===== src/rtl/xbus_mem_array.sv =====
// Word-addressed RAM with per-byte write enables, asynchronous clear and a
// combinational read port; the parent registers the read data.
module xbus_mem_array #(
    parameter int MEM_WORDS = 16,
    localparam int IDX_W = $clog2(MEM_WORDS)
) (
    input  logic             clk_i,
    input  logic             rstn_i,
    input  logic             we_i,
    input  logic [3:0]       be_i,
    input  logic [IDX_W-1:0] idx_i,
    input  logic [31:0]      wdat_i,
    output logic [31:0]      rdat_o
);

    logic [31:0] mem_q [MEM_WORDS];

    always_ff @(posedge clk_i or negedge rstn_i) begin
        if (!rstn_i) begin
            for (int i = 0; i < MEM_WORDS; i++) begin
                mem_q[i] <= '0;
            end
        end else if (we_i) begin
            for (int b = 0; b < 4; b++) begin
                if (be_i[b]) begin
                    mem_q[idx_i][8*b +: 8] <= wdat_i[8*b +: 8];
                end
            end
        end
    end

    assign rdat_o = mem_q[idx_i];

endmodule


===== config.mk =====
export PLATFORM = sky130hd
export DESIGN_NAME = xbus_mem_array
export DESIGN_NICKNAME = d
export VERILOG_FILES = /design/src/rtl/xbus_mem_array.sv
export SDC_FILE = /design/constraint.sdc
export NUM_CORES = 1
export LEC_CHECK = 0
export BUFFER_PORTS_ARGS = -buffer_cell sky130_fd_sc_hd__buf_2
export CORE_MARGIN = 5
export CORE_UTILIZATION = 51
export CTS_CLUSTER_DIAMETER = 30
export CTS_CLUSTER_SIZE = 24
export DETAILED_ROUTE_END_ITERATION = 7
export PLACE_DENSITY_LB_ADDON = 0.3
export SLEW_MARGIN = 20
export SYNTH_ARGS = -nofsm -noshare
export SYNTH_HDL_FRONTEND = slang
export SYNTH_SLANG_ARGS = --single-unit

===== constraint.sdc =====
create_clock -name clk_i -period 1.32 [get_ports clk_i]
set_input_delay 0 -clock clk_i [delete_from_list [all_inputs] [get_ports clk_i]]
set_output_delay 0 -clock clk_i [all_outputs]
set_load 0.02 [all_outputs]

=== Word level (Yosys, flattened, before mapping) ===
Cells that the tools add are included.
Widths: inputs -> output; s select.

* Logic and storage cells: 42
* Register bits after elaboration: 512
* Output and inout bits: 32
* Input bits: 43

* Reductions and logical operators: 1
* Muxes and demuxes: 22
* Order comparisons: 2
* Bitwise operators: 1

{| class="wikitable"
|+ Operators by type and width
! kind !! count
|-
| $mux 512 || 7
|-
| $bwmux 512 || 4
|-
| $demux 32 s4 || 4
|-
| $bmux 32 s4 || 1
|-
| $mux 32 || 3
|-
| $mux 24 || 1
|-
| $mux 16 || 1
|-
| $mux 8 || 1
|-
| $ge 5x5->1 const B || 1
|-
| $lt 5x1->1 const B || 1
|-
| $not 4->5 || 1
|-
| $logic_and 1x1->1 || 1
|}

=== Logic depth before layout (Yosys ltp) ===
* Depth after elaboration: 16
* Depth in mapped cells: 7
* Mapped depth without buffers: 3

=== Worst setup path after synthesis ===
No wires, ideal clock.

* Path type: input-to-reg
* From: input idx_i[1]
* To: register mem_q[456] (netlist bit)
* Cell stages on the path: 5
* Path slack: -19 ps
* Arrival: 1214 ps
* Data required time: 1195 ps
* Setup time: 125 ps
* Path buffers: 2
* Path through: buf_2 > buf_6 > nand4b_4 > nor2_8 > mux2_4

* Word-level cells in the longest chain between the ends: 13
* Elaborated cells on any way between the ends: 20
* Classes of those cells: 2 x order compare; 16 x mux; 1 x bitwise; 1 x reduce/logical

{| class="wikitable"
|+ Ends and longest elaborated chain
! what !! line !! text
|-
| start, declared || 11 || <nowiki>input logic [IDX_W-1:0] idx_i,</nowiki>
|-
| $not 4->5 (not written as such) (*) || 26 || <nowiki>mem_q[idx_i][8*b +: 8] <= wdat_i[8*b +: 8];</nowiki>
|-
| $ge 5x5->1 (not written as such) (tied with other cells) || 26 ||
|-
| $logic_and 1x1->1 (not written as such) / $bwmux 512 (equally long branches) || 26 ||
|-
| $mux 16 (not written as such) / $mux 512 (equally long branches) || 26, 25 ||
|-
| $demux 32 s4 / $mux 512 (equally long branches) || 26, 23 ||
|-
| $bwmux 512 || 26 ||
|-
| $mux 512 || 25 || <nowiki>if (be_i[b]) begin</nowiki>
|-
| $mux 512 || 23 || <nowiki>end else if (we_i) begin</nowiki>
|-
| $bwmux 512 || 26 ||
|-
| $mux 512 || 25 ||
|-
| $mux 512 || 23 ||
|-
| $bwmux 512 || 26 ||
|-
| $mux 512 (*) || 25 ||
|-
| end signal, assigned by index || 26 ||
|-
| end, declared || 16 || <nowiki>logic [31:0] mem_q [MEM_WORDS];</nowiki>
|}

Every way passes the cells marked *; elsewhere a longest branch is shown, timed or not. The select of a mux whose other input is x is not followed.
A chain may end at the register's enable or synchronous reset.

=== Worst setup path after layout ===
* From: register mem_q[151] (netlist bit)
* To: output rdat_o[23]

* Word-level cells in the longest chain between the ends: 3

{| class="wikitable"
|+ Ends and longest elaborated chain
! what !! line !! text
|-
| $bmux 32 s4 || 32 || <nowiki>assign rdat_o = mem_q[idx_i];</nowiki>
|-
| $mux 32 (not written as such) (2 in a row) || 32 ||
|-
| end, declared || 13 || <nowiki>output logic [31:0] rdat_o</nowiki>
|}

Every way passes these cells. The select of a mux whose other input is x is not followed.

==> qor.yml <==
worst_r2r_path_depth: 3
startpoint: "mem_q[151]"
pwr-share-comb_pct: 15.1
cts_inserted_buffers: 106
ant_nets: 0
fin_crit_ns: 2.01
run_status: "complete, but fails checks"
utilization_pct: 68.1
vias_per_cell: 5.73
clock_path_buffers: 3
drive_gt1_share_pct: 65.4
clock_latency_ns: 0.62
wl_per_cell_um: 23.2
synth-simple-area-share_pct: 5.93
synthAdderAreaFrac_pct: 0
grt_usage_pct: 22.3
clk_pin_slew_worst_paths_ns: 0.05
dpl-instance-area_um2: 26900
synth_top_family_by_area: "multiplexers"
largest_register: "mem_q"
overflow: 0
intPower_w: 0.0435
fp-row-count: 79
rr_startpoint: "mem_q[135]"
dpl.hpwl_mm: 36.2
cts-root-buf: "clkbuf_16"
antenna_found_initial: 4
fin_nets: 1792
io_pins: 75
final_area_um2: 31800
fillers: 3098
grt_pass1_wl_mm: 92.2
grt_setup_unrepaired: "true"
yosys_register_bits: 512
grt_max_degree: 92
crit_fanout: 2
wl_mm: 56.8
clock.fmax_ghz: 0.497
synthMuxAreaShare_pct: 37.0
largest_reg_flops: 512
synth-compound-area-share_pct: 1.98
end_kind: "primary output"
hold_class: "in -> async"
htree_levels: 3
ys_async_sr_fraction_pct: 100
startpoint_type: "flop"
vias: 14005
drc: 0
die_x_um: 228
synth-edff-count: 0
syn_to_final_growth_pct: 31.3
yosys_warnings: 0
dp_slack_ns: -0.344
power_density_nw_per_um2: 1800
firstDrtPassIters: 4
clkPwrFrac_pct: 49.4
synth_xor_area_share_pct: 0
tightest_slew_ns: 0.523
cap_violations: 0
cp.required_ns: 1.32
worst_slack_ns: -0.692
syn_inst: 1433
tns_ns: -19.55
yosysUniqueCellTypes: 37
hold_viol: 0
skew_ns: 0
synth.avg_cell_area_um2: 16.9
final_cell_mix: "dfrtp_1 (512), mux2_2 (387), buf_4 (129)"
crit_type: "reg -> out"
dieArea_um2: 52000
die_y_um: 228
violations: "setup timing"
ys.flop_type: "dfrtp_1"
setup_violations: 32
seqPwrFrac_pct: 35.5
drt-initial-drc-count: 687
seq_area_frac_synth_pct: 52.8
synth_fp_nets: 1476
ir_drop_mv: 1.44
core_area_um2: 46800
cts_tree: "built"
power_switching_w: 0.0137
syn_area_um2: 24200
gp_congestion: 0.786
io_buffer_count: 74
start_util_pct: 51.9
arrival_ns: 2.01
min_period_over_period_pct: 152
p_leak_nw: 14.9
first_global_vias: 15782
relSlewSlack_pct: 65.2
cts.sinks: 512
switching_share_pct: 24.0
top_regs: "mem_q x512"
layout_commonest_cell: "dfrtp_1"
maxSlewViolCount: 0
[cells in the mapped netlist (2+ instances only)]
cell type	count	area (µm²)
buf_6	13	146
nor2b_1	3	18.8
mux4_2	128	2880
nand2b_1	7	43.8
nand2_1	34	128
buf_1	4	15.0
dfrtp_1	512	12800
nand4_4	3	63.8
nand2_8	4	80.1
nor2_2	9	56.3
clkbuf_1	44	165
nor2_8	36	721
nand4b_4	6	143
mux2_1	37	417
mux2_2	387	4360
mux2_4	88	1320
buf_4	8	60.1
buf_2	20	100
nand2_2	8	50.1
and4bb_2	2	25.0
a22oi_1	64	480
[cell type report]
| type | count | area (µm²) | share of cell area (%) |
|---|---|---|---|
| antenna | 1 | 2.50 | 0.00786 |
| clock buffer | 126 | 2890 | 9.08 |
| clock inverter | 70 | 983 | 3.09 |
| multi-input combinational | 828 | 11200 | 35.2 |
| sequential | 512 | 12800 | 40.3 |
| tap | 607 | 759 | 2.39 |
| timing repair buffer | 301 | 3160 | 9.94 |
[critical path: stages, from the launching register on]
cell     delay (ns)
dfrtp_1        0.38
mux4_2         0.49
a22oi_2        0.24
nand2_1        0.13
buf_6          0.15
[what timing repair did]
item | 4_1_cts | 5_1_grt
endpoints found under the setup margin | 32 | 88
hold endpoints to repair | 1024 | 0
pin swaps | 61 | 13
setup buffers | 18 | 5
hold buffers | 36 | 0
gates resized for setup | 113 | 18
gates cloned | 0 | 0
[cell families (layout without fill, tap and decap cells)]
kind of cell / after synthesis / count (layout)
multiplexers: 640 / 640
AO/OA/AOI/OAI: 64 / 64
buffers and inverters: 93 / 497
flip-flops: 512 / 512
other: 0 / 1
AND/OR/NAND/NOR: 124 / 124
[layer usage]
metal,vias to the layer above,track usage [%],part of all wire [%]
met1,7471,31.3,44
met5,-,0,0.048
met2,314,35.5,49
met4,4,7.01,2.6
li1,6105,-,-
met3,111,4.66,4.8
[power by group through the flow]
stage | sequential [W] | clock (W) | combinational (W)
after CTS | 0.0203 | 0.0287 | 0.00864
after floorplan | 0.0200 | 0 | 0.00573
after global routing | 0.0207 | 0.0295 | 0.00933
final | 0.0203 | 0.0283 | 0.00864
after global placement | 0.0203 | 0 | 0.00754
after detailed placement | 0.0205 | 0 | 0.00779
[worst paths after layout]
path / to / slack [ns]
setup / recovery: rdat_o[23] / -0.69
hold reg to reg: mem_q[141] / 0.48
setup reg to reg: mem_q[135] / 0.34
min in group clk_i: mem_q[445] / 0.05
hold / removal: mem_q[319] / 0.02
max in group asynchronous: mem_q[103] / 0.10
[per-stage QoR]
stage / hold slack [ns] / instances / total power (W)
4_1_cts: 0.0117 / 2439 / 0.0576
3_3_place_gp: -0.113 / 2190 / 0.0279
3_5_place_dp: -0.110 / 2190 / 0.0283
2_1_floorplan: -0.296 / 1433 / 0.0257
5_1_grt: 0.0423 / 2445 / 0.0595
6_report: 0.0222 / 2445 / 0.0572
Power figures use the tool's default switching activity.
